==> src/rtl/dram_arb_pkg.sv <==
// Shared types and slot/tick constants for the CPC DRAM time-slot arbiter.
// Owner encoding matches the 2-bit owner output: IDLE=0, VID=1, CPU=2, AUX=3.
package dram_arb_pkg;

    typedef enum logic [1:0] {
        IDLE = 2'd0,
        VID  = 2'd1,
        CPU  = 2'd2,
        AUX  = 2'd3
    } owner_t;

    localparam logic [1:0] SLOT_VID0 = 2'd0;
    localparam logic [1:0] SLOT_CPU  = 2'd1;
    localparam logic [1:0] SLOT_VID1 = 2'd2;
    localparam logic [1:0] SLOT_AUX  = 2'd3;

    localparam logic [1:0] TICK_GRANT  = 2'd0;
    localparam logic [1:0] TICK_WE_ON  = 2'd1;
    localparam logic [1:0] TICK_WE_OFF = 2'd3;
    localparam logic [1:0] TICK_SAMPLE = 2'd3;

    // Fixed slot map; with steal enabled, otherwise-idle slots 0..2 fall to AUX.
    function automatic owner_t pick_owner(input logic [1:0] slot,
                                          input logic       vid_en,
                                          input logic       cpu_req,
                                          input logic       aux_req,
                                          input logic       steal_en);
        owner_t o;
        o = IDLE;
        case (slot)
            SLOT_CPU: begin
                if (cpu_req)                  o = CPU;
                else if (steal_en && aux_req) o = AUX;
            end
            SLOT_AUX: begin
                if (aux_req) o = AUX;
            end
            default: begin
                if (vid_en)                   o = VID;
                else if (steal_en && aux_req) o = AUX;
            end
        endcase
        return o;
    endfunction

endpackage

==> src/rtl/dram_slot_timer.sv <==
// Phase counter for the 16-tick microsecond frame plus the per-tick edge strobes.
// Edge strobes fire on the clk edge that enters (grant/we) or closes (sample) a tick.
module dram_slot_timer
    import dram_arb_pkg::*;
(
    input  logic       clk,
    input  logic       RESET_N,
    input  logic       cen_16,
    output logic [3:0] phase,
    output logic [1:0] grant_slot,
    output logic       grant_edge,
    output logic       we_on_edge,
    output logic       we_off_edge,
    output logic       sample_edge
);

    logic [3:0] phase_q, phase_d;
    logic       first_q, first_d;
    logic [3:0] phase_inc;

    assign phase_inc = phase_q + 4'd1;

    always_comb begin
        phase_d = phase_q;
        first_d = first_q;
        if (cen_16) begin
            phase_d = phase_inc;
            first_d = 1'b0;
        end
    end

    // The very first tick after reset grants slot 0 so the first frame is usable.
    assign grant_edge  = cen_16 && ((phase_inc[1:0] == TICK_GRANT) || first_q);
    assign grant_slot  = first_q ? SLOT_VID0 : phase_inc[3:2];
    assign we_on_edge  = cen_16 && (phase_inc[1:0] == TICK_WE_ON);
    assign we_off_edge = cen_16 && (phase_inc[1:0] == TICK_WE_OFF);
    assign sample_edge = cen_16 && (phase_q[1:0] == TICK_SAMPLE);
    assign phase       = phase_q;

    // NOTE: state registers use non-blocking assignments so every flop samples
    // pre-edge values; blocking here would create order-dependent races.
    always_ff @(posedge clk) begin
        if (!RESET_N) begin
            phase_q <= 4'd0;
            first_q <= 1'b1;
        end else begin
            phase_q <= phase_d;
            first_q <= first_d;
        end
    end

endmodule

==> src/rtl/dram_slot_arbiter.sv <==
// Four-slot DRAM port arbiter: VID even byte, CPU, VID odd byte, AUX per microsecond.
// Optional macro AUX_STEAL_EN lets AUX take idle CPU and video slots.
module dram_slot_arbiter
    import dram_arb_pkg::*;
#(
    parameter int AW = 16
) (
    input  logic          clk,
    input  logic          RESET_N,
    input  logic          cen_16,
    input  logic          vid_en,
    input  logic [AW-2:0] vid_addr,
    output logic [15:0]   vid_data,
    output logic          vid_strobe,
    input  logic          cpu_req,
    input  logic          cpu_we,
    input  logic [AW-1:0] cpu_addr,
    input  logic [7:0]    cpu_wdata,
    output logic [7:0]    cpu_rdata,
    output logic          cpu_ack,
    input  logic          aux_req,
    input  logic          aux_we,
    input  logic [AW-1:0] aux_addr,
    input  logic [7:0]    aux_wdata,
    output logic [7:0]    aux_rdata,
    output logic          aux_ack,
    output logic [AW-1:0] ram_addr,
    output logic [7:0]    ram_wdata,
    input  logic [7:0]    ram_rdata,
    output logic          ram_oe,
    output logic          ram_we,
    output logic [3:0]    phase,
    output logic [1:0]    owner
);

`ifdef AUX_STEAL_EN
    localparam logic STEAL_EN = 1'b1;
`else
    localparam logic STEAL_EN = 1'b0;
`endif

    logic [1:0] grant_slot;
    logic       grant_edge, we_on_edge, we_off_edge, sample_edge;

    dram_slot_timer u_timer (
        .clk         (clk),
        .RESET_N     (RESET_N),
        .cen_16      (cen_16),
        .phase       (phase),
        .grant_slot  (grant_slot),
        .grant_edge  (grant_edge),
        .we_on_edge  (we_on_edge),
        .we_off_edge (we_off_edge),
        .sample_edge (sample_edge)
    );

    owner_t        owner_q, owner_d, grant;
    logic [AW-1:0] ram_addr_q, ram_addr_d;
    logic [7:0]    ram_wdata_q, ram_wdata_d;
    logic          ram_oe_q, ram_oe_d;
    logic          ram_we_q, ram_we_d;
    logic          dir_q, dir_d;
    logic [7:0]    cpu_rdata_q, cpu_rdata_d;
    logic [7:0]    aux_rdata_q, aux_rdata_d;
    logic          cpu_ack_q, cpu_ack_d;
    logic          aux_ack_q, aux_ack_d;
    logic [7:0]    vid_lo_q, vid_lo_d;
    logic          vid_ok_q, vid_ok_d;
    logic [15:0]   vid_data_q, vid_data_d;
    logic          vid_strobe_q, vid_strobe_d;

    // NOTE: every variable gets a default at the top of always_comb so no path
    // leaves one unassigned, which would otherwise infer a latch.
    always_comb begin
        owner_d      = owner_q;
        ram_addr_d   = ram_addr_q;
        ram_wdata_d  = ram_wdata_q;
        ram_oe_d     = ram_oe_q;
        ram_we_d     = ram_we_q;
        dir_d        = dir_q;
        cpu_rdata_d  = cpu_rdata_q;
        aux_rdata_d  = aux_rdata_q;
        cpu_ack_d    = 1'b0;
        aux_ack_d    = 1'b0;
        vid_lo_d     = vid_lo_q;
        vid_ok_d     = vid_ok_q;
        vid_data_d   = vid_data_q;
        vid_strobe_d = 1'b0;
        grant        = pick_owner(grant_slot, vid_en, cpu_req, aux_req, STEAL_EN);

        // Closing edge of the current slot: capture read data for its owner.
        if (sample_edge) begin
            case (owner_q)
                VID: begin
                    if (phase[3:2] == SLOT_VID0) begin
                        vid_lo_d = ram_rdata;
                    end else if (vid_ok_q) begin
                        vid_data_d   = {ram_rdata, vid_lo_q};
                        vid_strobe_d = 1'b1;
                    end
                end
                CPU: begin
                    if (!dir_q) cpu_rdata_d = ram_rdata;
                    cpu_ack_d = 1'b1;
                end
                AUX: begin
                    if (!dir_q) aux_rdata_d = ram_rdata;
                    aux_ack_d = 1'b1;
                end
                default: ;
            endcase
            if (phase[3:2] == SLOT_VID0) vid_ok_d = (owner_q == VID);
        end

        // Same edge opens the next slot; an IDLE grant keeps the old address.
        if (grant_edge) begin
            owner_d  = grant;
            ram_oe_d = 1'b0;
            dir_d    = 1'b0;
            case (grant)
                VID: begin
                    ram_addr_d = {vid_addr, (grant_slot == SLOT_VID1)};
                    ram_oe_d   = 1'b1;
                end
                CPU: begin
                    ram_addr_d  = cpu_addr;
                    ram_wdata_d = cpu_wdata;
                    dir_d       = cpu_we;
                    ram_oe_d    = !cpu_we;
                end
                AUX: begin
                    ram_addr_d  = aux_addr;
                    ram_wdata_d = aux_wdata;
                    dir_d       = aux_we;
                    ram_oe_d    = !aux_we;
                end
                default: ;
            endcase
        end

        if (we_on_edge)  ram_we_d = dir_d;
        if (we_off_edge) ram_we_d = 1'b0;
    end

    always_ff @(posedge clk) begin
        if (!RESET_N) begin
            owner_q      <= IDLE;
            ram_addr_q   <= '0;
            ram_wdata_q  <= '0;
            ram_oe_q     <= 1'b0;
            ram_we_q     <= 1'b0;
            dir_q        <= 1'b0;
            cpu_rdata_q  <= '0;
            aux_rdata_q  <= '0;
            cpu_ack_q    <= 1'b0;
            aux_ack_q    <= 1'b0;
            vid_lo_q     <= '0;
            vid_ok_q     <= 1'b0;
            vid_data_q   <= '0;
            vid_strobe_q <= 1'b0;
        end else begin
            owner_q      <= owner_d;
            ram_addr_q   <= ram_addr_d;
            ram_wdata_q  <= ram_wdata_d;
            ram_oe_q     <= ram_oe_d;
            ram_we_q     <= ram_we_d;
            dir_q        <= dir_d;
            cpu_rdata_q  <= cpu_rdata_d;
            aux_rdata_q  <= aux_rdata_d;
            cpu_ack_q    <= cpu_ack_d;
            aux_ack_q    <= aux_ack_d;
            vid_lo_q     <= vid_lo_d;
            vid_ok_q     <= vid_ok_d;
            vid_data_q   <= vid_data_d;
            vid_strobe_q <= vid_strobe_d;
        end
    end

    assign owner      = owner_q;
    assign ram_addr   = ram_addr_q;
    assign ram_wdata  = ram_wdata_q;
    assign ram_oe     = ram_oe_q;
    assign ram_we     = ram_we_q;
    assign cpu_rdata  = cpu_rdata_q;
    assign aux_rdata  = aux_rdata_q;
    assign cpu_ack    = cpu_ack_q;
    assign aux_ack    = aux_ack_q;
    assign vid_data   = vid_data_q;
    assign vid_strobe = vid_strobe_q;

endmodule

==> config.mk <==
export PLATFORM = sky130hd
export DESIGN_NAME = dram_slot_arbiter
export DESIGN_NICKNAME = d
export VERILOG_FILES = /design/src/rtl/dram_arb_pkg.sv /design/src/rtl/dram_slot_timer.sv /design/src/rtl/dram_slot_arbiter.sv
export SDC_FILE = /design/constraint.sdc
export NUM_CORES = 1
export LEC_CHECK = 0
export CORE_MARGIN = 3
export CORE_UTILIZATION = 47
export CTS_CLUSTER_DIAMETER = 200
export DETAILED_ROUTE_END_ITERATION = 12
export HOLD_SLACK_MARGIN = 0.12
export PLACE_DENSITY = 0.94
export SLEW_MARGIN = 20
export SYNTH_ARGS = -nofsm -noshare
export SYNTH_HDL_FRONTEND = slang
export SYNTH_SLANG_ARGS = --single-unit
==> constraint.sdc <==
create_clock -name clk -period 3.9 [get_ports clk]
set_clock_uncertainty 0.05 [all_clocks]
set_input_delay 0.585 -clock clk [delete_from_list [all_inputs] [get_ports clk]]
set_output_delay 0.585 -clock clk [all_outputs]
set_load 0.05 [all_outputs]
==> results_dict.tcl <==
set metrics [dict create \
    setup.worst_path.start_class "flop" \
    synth_top_flop_cell "dfxtp_1" \
    yosysMostFrequentCell "dfxtp_1" \
    antenna_left 0 \
    worst_skew_pair.late_latency_ns 0.35 \
    die_w_um 93.3 \
    synthCells 396 \
    ys_ff_latch 78 \
    coreArea_sq_mm 0.00733 \
    cts_resized 0 \
    synth.distinct_cells 45 \
    synth.cell_area_sq_mm 0.00359 \
    hold_viol 0 \
    crit_type "reg -> reg" \
    dp_cells 611 \
    drive_gt1_share_pct 8.71 \
    synth-edff-count 0 \
    grt_setup_unrepaired "no" \
    synthArstFlopShare_pct 0 \
    first_iter_violations 127 \
    wl_per_cell_um 16.0 \
    cts.hold.buffers_added 0 \
    layout_min_cycle_time_ns 2.96 \
    grt_pass1_wl_um 16300 \
    slew_headroom_pct 35.1 \
    yosysWarnings 0 \
    tightest_slew_ns 0.968 \
    setup_viol 0 \
    cts_setup_buffers 0 \
    routed_wl_um 10000 \
    slew_viol_final 0 \
    fin_setup_tns_ns 0 \
    clockBufferDepth 2 \
    grt_overflow 0 \
    pin_count 146 \
    drcViolationCount 0 \
    status "finished clean" \
    maxCapViolations 0 \
    cp_max_fo 24 \
    fin_nets 605 \
    crit_path_cell_trace "ha_1, xor2_4, buf_4, a21bo_2, o21a_1, o22ai_1, o22ai_1" \
    crit_required_ns 4.12 \
    placed_area_sq_mm 0.00504 \
    instances_no_fill 627 \
    power.leakage_nw 1.81 \
    clockRootBuffer "clkbuf_8" \
    ys_seq_area_share_pct 43.5 \
    path_delay_family "compound AO/OA/AOI/OAI gates" \
    area_growth_pct 46.2 \
    vias 3445 \
    cts_tree "built" \
    cp_data_arrival_time_ns 3.18 \
    powerDensity_mw_per_mm2 330 \
    cpMostUsedCell "o22ai_1" \
    fmax_mhz 338 \
    ir_drop_uv 166 \
    final_area_sq_mm 0.00524 \
    die_h_um 93.3 \
    place.gp.congestion 0.771 \
    hpwl_um 7210 \
    numPortBuffers 145 \
    synth.avg_cell_area_sq_um 9.06 \
    antenna_cells 0 \
    synth_top_cells_by_area "dfxtp_1, mux2i_1, nand2_1" \
    grt_pass1_vias 3362 \
    yosys.area.top_type "dfxtp_1" \
    h-tree-depth 3 \
    ys_top_cells_by_count "dfxtp_1, nand2_1, nor2_1, nor2b_1, mux2i_1" \
    cts_made_buffers 9 \
    viasPerCell 5.49 \
    grt_max_degree 42 \
    antenna_found_initial 0 \
    crit_path_end_kind "flop" \
    syn_nets 478 \
    cp_slowest_cell "dfxtp_1" \
    power_w 0.00173 \
    clk_pin_slew_ns 0.08 \
    hold_ws_ns 0.415 \
    start_util_pct 48.9 \
    cpPeakStageDelay_ns 0.48 \
    hold_path.class "reg -> reg" \
    die-area_sq_mm 0.00871 \
    drt_pre_antenna_iters 5 \
    cp.buffers_inverters 1 \
    track_usage_pct 23.3 \
    clock_sinks 78 \
    row_count 31 \
    finalCritPeriodShare_pct 75.8 \
    synth_top_area_share_pct 43.5 \
]
[sequential cells by signal, indices dropped and copies added, names as in the netlist, 2 cells and up]
register / flops
aux_rdata: 8
cpu_rdata: 8
vid_data: 16
vid_lo_q: 8
ram_wdata: 8
u_timer.phase: 4
ram_addr: 16
owner: 2
[per-layer routing]
metal | GRT usage (%) | vias to the layer above | part of all wire [%]
li1 | - | 1672 | -
met1 | 28.8 | 1604 | 41
met2 | 39.0 | 151 | 49
met3 | 6.11 | 18 | 8.0
met4 | 8.42 | 0 | 2.0
met5 | 0 | - | 0
[area by class of cell]
cell class | count | area [sq um]
Multi-Input combinational cell | 280 | 1860
Timing Repair Buffer | 150 | 1480
Clock buffer | 9 | 124
Sequential cell | 78 | 1560
Tap cell | 99 | 124
Inverter | 4 | 15.0
Fill cell | 512 | 2090
Clock inverter | 7 | 80.1
[cell usage in the layout, fill, tap and decap left out, types with 4 or more instances in the layout]
cell type,instances
clkdlybuf4s50_1,144
dfxtp_1,78
nand2_1,47
nor2_1,36
nor2b_1,27
mux2i_1,26
nand3_1,20
nand4_1,18
o22ai_1,16
o211ai_1,15
a21boi_0,13
o221a_2,12
clkbuf_8,9
o21ai_0,7
buf_4,5
inv_1,4
and2_1,4
[per-stage QoR]
step                      util [%]  setup slack [ns]
final                         71.5             0.943
after detailed placement      68.7             0.999
after global placement        68.7              1.08
after global routing          71.5             0.711
after CTS                     71.5             0.975
after floorplan                  -              1.46
[cell families (layout without fill, tap and decap cells)]
group | count (synthesis) | after routing | share of synthesized area, %
adder cells (fa/ha/maj) | 3 | 3 | 1.05
multiplexers | 28 | 28 | 8.30
flip-flops | 78 | 78 | 43.5
XOR/XNOR | 4 | 4 | 1.50
AO/OA/AOI/OAI | 83 | 83 | 18.5
buffers and inverters | 38 | 170 | 4.88
AND/OR/NAND/NOR | 162 | 162 | 22.2
[worst paths after layout]
| kind | cells after the start | to | start | slack [ns] |
|---|---|---|---|---|
| max reg2reg | 7 | ram_wdata[3]$_SDFFE_PN0P_ | u_timer.phase[0]$_SDFFE_PN0P_ | 0.94 |
| max | 7 | ram_wdata[3]$_SDFFE_PN0P_ | u_timer.phase[0]$_SDFFE_PN0P_ | 0.94 |
| min reg2reg | 2 | vid_data[0]$_SDFFE_PN0P_ | vid_lo_q[0]$_SDFFE_PN0P_ | 0.42 |
| min | 2 | vid_data[0]$_SDFFE_PN0P_ | vid_lo_q[0]$_SDFFE_PN0P_ | 0.42 |
[report_power, final]
part	switching (W)	internal, W
logic	0.000144	0.000137
registers	0.0000175	0.000814
clock network	0.000317	0.000303
total	0.000479	0.00125
[worst reg2reg max path, stage by stage, from the launching register on]
cell	delay [ns]
dfxtp_1	0.48
ha_1	0.42
xor2_4	0.38
buf_4	0.32
a21bo_2	0.45
o21a_1	0.42
o22ai_1	0.17
o22ai_1	0.20
Note: power is estimated with default switching activity, not from simulation.
